$ cat src/rtl/ex_mem.sv
// ---------------------------------------------------------------------------
// ex_mem : execute -> memory pipeline register with load hold and ALU bypass
//
// Captures the execute-stage result every cycle. A captured load is held in
// this stage for LOAD_WAIT extra cycles while the synchronous data RAM
// returns its read data. During that time ex_stall tells upstream to freeze.
// flush replaces the stage contents with a bubble. The registered result
// also feeds an ALU-to-ALU bypass (loads are never bypassed from here).
//
// Parameters
//   LOAD_WAIT      extra cycles a load is held (1..7)
//
// Ports
//   clk            clock, all state updates on its rising edge
//   rst_n          synchronous active-low reset
//   flush          discard stage contents (branch/jump redirect)
//   ex_valid       execute stage presents a real instruction
//   ex_alu_res     ALU result / effective address            [31:0]
//   ex_write_data  store data, or pc+1 for jumps              [31:0]
//   ex_is_jump, ex_reg_wrenable, ex_mem_wrenable, ex_mem_to_reg  control bits
//   ex_write_reg   destination register                       [4:0]
//   alu_res, write_data, is_jump, reg_wrenable, mem_wrenable,
//   write_reg, mem_to_reg                registered copies to memory/writeback
//   ex_stall       upstream must hold its outputs this cycle
//   fwd_valid, fwd_reg, fwd_data         ALU-to-ALU bypass source
// ---------------------------------------------------------------------------
module ex_mem #(
   parameter int unsigned LOAD_WAIT = 1
) (
   input  logic        clk,
   input  logic        rst_n,
   input  logic        flush,
   input  logic        ex_valid,
   input  logic [31:0] ex_alu_res,
   input  logic [31:0] ex_write_data,
   input  logic        ex_is_jump,
   input  logic        ex_reg_wrenable,
   input  logic        ex_mem_wrenable,
   input  logic        ex_mem_to_reg,
   input  logic [4:0]  ex_write_reg,
   output logic [31:0] alu_res,
   output logic [31:0] write_data,
   output logic        is_jump,
   output logic        reg_wrenable,
   output logic        mem_wrenable,
   output logic [4:0]  write_reg,
   output logic        mem_to_reg,
   output logic        ex_stall,
   output logic        fwd_valid,
   output logic [4:0]  fwd_reg,
   output logic [31:0] fwd_data
);

   localparam int DATA_W = 32;
   localparam int REG_W  = 5;

   typedef enum logic [0:0] {
      RUN       = 1'b0,
      LOAD_HOLD = 1'b1
   } state_t;

   typedef struct packed {
      logic [DATA_W-1:0] alu_res;
      logic [DATA_W-1:0] write_data;
      logic              is_jump;
      logic              reg_wrenable;
      logic              mem_wrenable;
      logic [REG_W-1:0]  write_reg;
      logic              mem_to_reg;
   } entry_t;

   localparam entry_t BUBBLE = '0;

   // Turn raw execute-stage fields into a legal stage entry: invalid slots
   // become bubbles, r0 is never written, and an entry flagged as both store
   // and load is treated purely as a store.
   function automatic entry_t sanitize(
      input logic              valid,
      input logic [DATA_W-1:0] alu,
      input logic [DATA_W-1:0] wdata,
      input logic              jump,
      input logic              reg_we,
      input logic              mem_we,
      input logic              m2r,
      input logic [REG_W-1:0]  wreg
   );
      entry_t e;
      e = BUBBLE;
      if (valid) begin
         e.alu_res      = alu;
         e.write_data   = wdata;
         e.is_jump      = jump;
         e.reg_wrenable = reg_we & (wreg != '0);
         e.mem_wrenable = mem_we;
         e.write_reg    = wreg;
         e.mem_to_reg   = m2r & ~mem_we;
      end
      return e;
   endfunction

   // A load needs the RAM read data, so it must be held in this stage.
   function automatic logic is_load(
      input logic valid,
      input logic reg_we,
      input logic mem_we,
      input logic m2r
   );
      return valid & m2r & reg_we & ~mem_we;
   endfunction

   state_t      state_q, state_d;
   logic [2:0]  cnt_q, cnt_d;
   entry_t      entry_p0, entry_d;
   entry_t      cap;
   logic        cap_load;

   assign cap = sanitize(ex_valid, ex_alu_res, ex_write_data, ex_is_jump,
                         ex_reg_wrenable, ex_mem_wrenable, ex_mem_to_reg,
                         ex_write_reg);
   assign cap_load = is_load(ex_valid, ex_reg_wrenable, ex_mem_wrenable,
                             ex_mem_to_reg);

   // Next-state / next-entry logic
   always_comb begin
      state_d  = state_q;
      cnt_d    = cnt_q;
      entry_d  = entry_p0;
      ex_stall = 1'b0;
      unique case (state_q)
         RUN: begin
            entry_d = cap;
            if (cap_load) begin
               state_d = LOAD_HOLD;
               cnt_d   = 3'(LOAD_WAIT);
            end
         end
         LOAD_HOLD: begin
            ex_stall = 1'b1;
            // <= 1 rather than == 1 so a corrupted zero count cannot lock up.
            if (cnt_q <= 3'd1) begin
               state_d = RUN;
               cnt_d   = 3'd0;
            end else begin
               cnt_d = cnt_q - 3'd1;
            end
         end
         default: begin
            state_d = RUN;
            cnt_d   = 3'd0;
         end
      endcase
      if (flush) begin
         entry_d = BUBBLE;
         state_d = RUN;
         cnt_d   = 3'd0;
      end
   end

   // Stage register (p0): control state and the captured entry
   always_ff @(posedge clk) begin
      if (!rst_n) begin
         state_q  <= RUN;
         cnt_q    <= 3'd0;
         entry_p0 <= BUBBLE;
      end else begin
         state_q  <= state_d;
         cnt_q    <= cnt_d;
         entry_p0 <= entry_d;
      end
   end

   assign alu_res      = entry_p0.alu_res;
   assign write_data   = entry_p0.write_data;
   assign is_jump      = entry_p0.is_jump;
   assign reg_wrenable = entry_p0.reg_wrenable;
   assign mem_wrenable = entry_p0.mem_wrenable;
   assign write_reg    = entry_p0.write_reg;
   assign mem_to_reg   = entry_p0.mem_to_reg;

   // Jumps write pc+1 (carried in write_data) to the link register.
   assign fwd_valid = entry_p0.reg_wrenable & ~entry_p0.mem_to_reg;
   assign fwd_reg   = entry_p0.write_reg;
   assign fwd_data  = entry_p0.is_jump ? entry_p0.write_data : entry_p0.alu_res;

endmodule

$ cat config.mk
export PLATFORM = sky130hd
export DESIGN_NAME = ex_mem
export DESIGN_NICKNAME = d
export VERILOG_FILES = /design/src/rtl/ex_mem.sv
export SDC_FILE = /design/constraint.sdc
export NUM_CORES = 1
export LEC_CHECK = 0
export ABC_AREA = 1
export CORE_MARGIN = 2
export CORE_UTILIZATION = 42
export DETAILED_ROUTE_END_ITERATION = 8
export PLACE_DENSITY_LB_ADDON = 0.12
export SYNTH_ARGS = -nofsm -noshare
export SYNTH_HDL_FRONTEND = slang
export SYNTH_SLANG_ARGS = --single-unit
$ cat constraint.sdc
create_clock -name clk -period 3.3 [get_ports clk]
set_clock_uncertainty 0.05 [all_clocks]
set_input_delay 0.495 -clock clk [delete_from_list [all_inputs] [get_ports clk]]
set_output_delay 0.495 -clock clk [all_outputs]
set_load 0.01 [all_outputs]
==> flow_summary.ini <==
[clock_network]
numClockSinks = 77
clk_pin_slew_ns = 0.07
holdBufCountCts = 0
ctsHtreeMaxLevel = 3
cts_tree = built
cts_buffers = 9
clk-insertion-delay-late_ns = 0.33
cts_root_buf = clkbuf_8
clockBufferDepth = 2
post_cts_resized = 0
postCtsSetupBuffers = 0

[routing]
drc = 0
vias = 3277
ant_nets = 0
via_per_inst = 4.812
first_iter_violations = 113
drt_pass1_iterations = 6
routed_wl_um = 9762
routedWlPerCell_um = 14.33

[synth]
synthCells = 404
synth_top_area_cell = dfxtp_1
synth_seq_area_share_pct = 45.87
synth_edf_count = 0
syn_area_sq_um = 3361
synth.most_common_cell = nand2_1
ys_dominant_reg_cell = dfxtp_1
ys.warnings.count = 0
syn_area_per_cell_sq_um = 8.319
synth_common_cells = nand2_1 (142), dfxtp_1 (77), a21oi_1 (57)
async_flop_share_pct = 0
syn_nets = 483
ys_top_cells_by_area = dfxtp_1 (46%), nand2_1 (16%), mux2_2 (11%)
synth_top_area_share_pct = 45.87
synth_cell_types = 20
synth-seq-cells = 77

[sta]
period_needed_ns = 2.491
relSlewSlack_pct = 54.06
max_freq_ghz = 0.4015
tns_ns = 0
setup_viol = 0
hold_violations = 0
drv_slew = 0
tightestPinTransition_ns = 0.6866
rsz0062_at_grt = false
timing.final.crit_share_pct = 75.48

[layout]
fin_nets = 655
area_growth_syn_to_layout_pct = 59.38
instances_no_fill = 681
drive_above_1_share_pct = 14.34
fillers = 653
diodes = 0

[place]
gp_congestion = 0.6905
io_buffers = 188
place_inst = 667
hpwlAfterDp_um = 6938

[global_routing]
grt_max_degree = 72
grt_pass1_wl_um = 15590
grt_use_total_pct = 22.27
antenna_found_initial = 0
overflow = 0
grt_pass1_vias = 3157

[setup_path]
worst-r2r-cell-count = 3
r2r-start = state_q$_SDFF_PP0_
end_kind = output pin
timing.rr.end = write_data[13]$_SDFFE_PP0N_
crit_fanout = 34
path_class = reg -> out
arrival_ns = 1.95
crit_start = is_jump$_SDFFE_PP0N_
cp-endpoint = fwd_data[9]
r2r_setup_slack_ns = 1.57
critPathRequiredTime_ns = 2.75
cp-start-kind = flop

[floorplanning]
die-area_sq_um = 8733
io_pins = 189
die_width_um = 93.45
rows = 32
dieHeight_um = 93.45
core_sq_um = 7727
start_util_pct = 43.49

[power_and_ir_drop]
p_switching_mw = 0.4505
intPower_mw = 1.493
switching_share_pct = 23.18
vdd_ir_drop_max_mv = 0.2802
power_leakage_nw = 1.959
seq_power_share_pct = 50.2
power_frac_comb_pct = 15.1
power_density_nw_per_um2 = 362.9
clkPwrFrac_pct = 34.7

[min_path]
hold_class = reg -> reg

[status]
outcome = complete, no violations

[job]
maxCapViolCount = 0
[final cells by class]
class,instances,area [sq um],share of cell area [%]
multi-input cells,282,1524,28.45
inverters,12,55.05,1.028
clock buffers,12,145.1,2.710
well taps,102,127.6,2.383
repair buffers,194,1927,35.97
flip-flops and latches,77,1543,28.80
clock inverters,2,35.03,0.6541
[worst max-delay path, stage by stage (launching register included)]
cell and delay [ns]:
dfxtp_1 0.31, buf_4 0.41, mux2_2 0.40, clkdlybuf4s50_1 0.49
[routing by layer]
layer,global-route usage [%],routed length [um],vias up
li1,-,-,1637
met5,0,0,-
met4,5.882,84,0
met1,27.12,4023,1507
met2,38.73,4864,123
met3,5.963,790,10
[power groups by stage]
stage / logic [mW] / clock network (mW) / registers, mW
2_1_floorplan: 0.113 / 0 / 1.00
6_report: 0.294 / 0.675 / 0.975
5_1_grt: 0.317 / 0.736 / 0.978
3_5_place_dp: 0.295 / 0 / 0.997
4_1_cts: 0.296 / 0.692 / 0.975
3_3_place_gp: 0.289 / 0 / 0.996
[logic make-up after synthesis]
family,synth area share [%]
compound gates,13.78
buf+inv,8.861
mux,10.72
flops,45.87
fa+ha+maj,0.7445
simple gates,20.03
[worst min-delay path by stage]
stage,start,end,cells past startpoint
2_1_floorplan,cnt_q[1]$_SDFFE_PP0P_,cnt_q[1]$_SDFFE_PP0P_,2
3_3_place_gp,mem_wrenable$_SDFFE_PP0N_,mem_wrenable$_SDFFE_PP0N_,2
3_5_place_dp,mem_wrenable$_SDFFE_PP0N_,mem_wrenable$_SDFFE_PP0N_,2
4_1_cts,mem_wrenable$_SDFFE_PP0N_,mem_wrenable$_SDFFE_PP0N_,2
5_1_grt,mem_wrenable$_SDFFE_PP0N_,mem_wrenable$_SDFFE_PP0N_,2
6_report,mem_wrenable$_SDFFE_PP0N_,mem_wrenable$_SDFFE_PP0N_,2
[layout by cell type (no fill, tap or decap)]
cell,n
nand2_2,11
clkbuf_1,2
ha_1,2
buf_4,6
bufinv_16,1
dfxtp_2,1
nand2_1,141
clkbuf_8,10
clkinv_2,1
a21oi_2,18
clkinv_4,1
inv_1,10
dfxtp_1,76
nand3_1,5
mux2_2,32
o21ai_0,4
a21oi_1,57
inv_6,1
nor2_1,11
nand2_4,1
clkdlybuf4s50_1,188
[through the flow]
step | power (mW) | utilization (%) | cell area [sq um] | worst slack [ns] | hold WS (ns)
3_3_place_gp | 1.285 | 66.99 | 5176 | 1.193 | 0.4086
2_1_floorplan | 1.115 | - | 3361 | 1.699 | 0.4207
4_1_cts | 1.964 | 69.32 | 5356 | 0.8019 | 0.4246
5_1_grt | 2.032 | 69.32 | 5356 | 0.7341 | 0.4467
3_5_place_dp | 1.291 | 66.99 | 5176 | 1.152 | 0.4146
6_report | 1.944 | 69.32 | 5356 | 0.8090 | 0.4233
(Power assumes the default switching activity.)
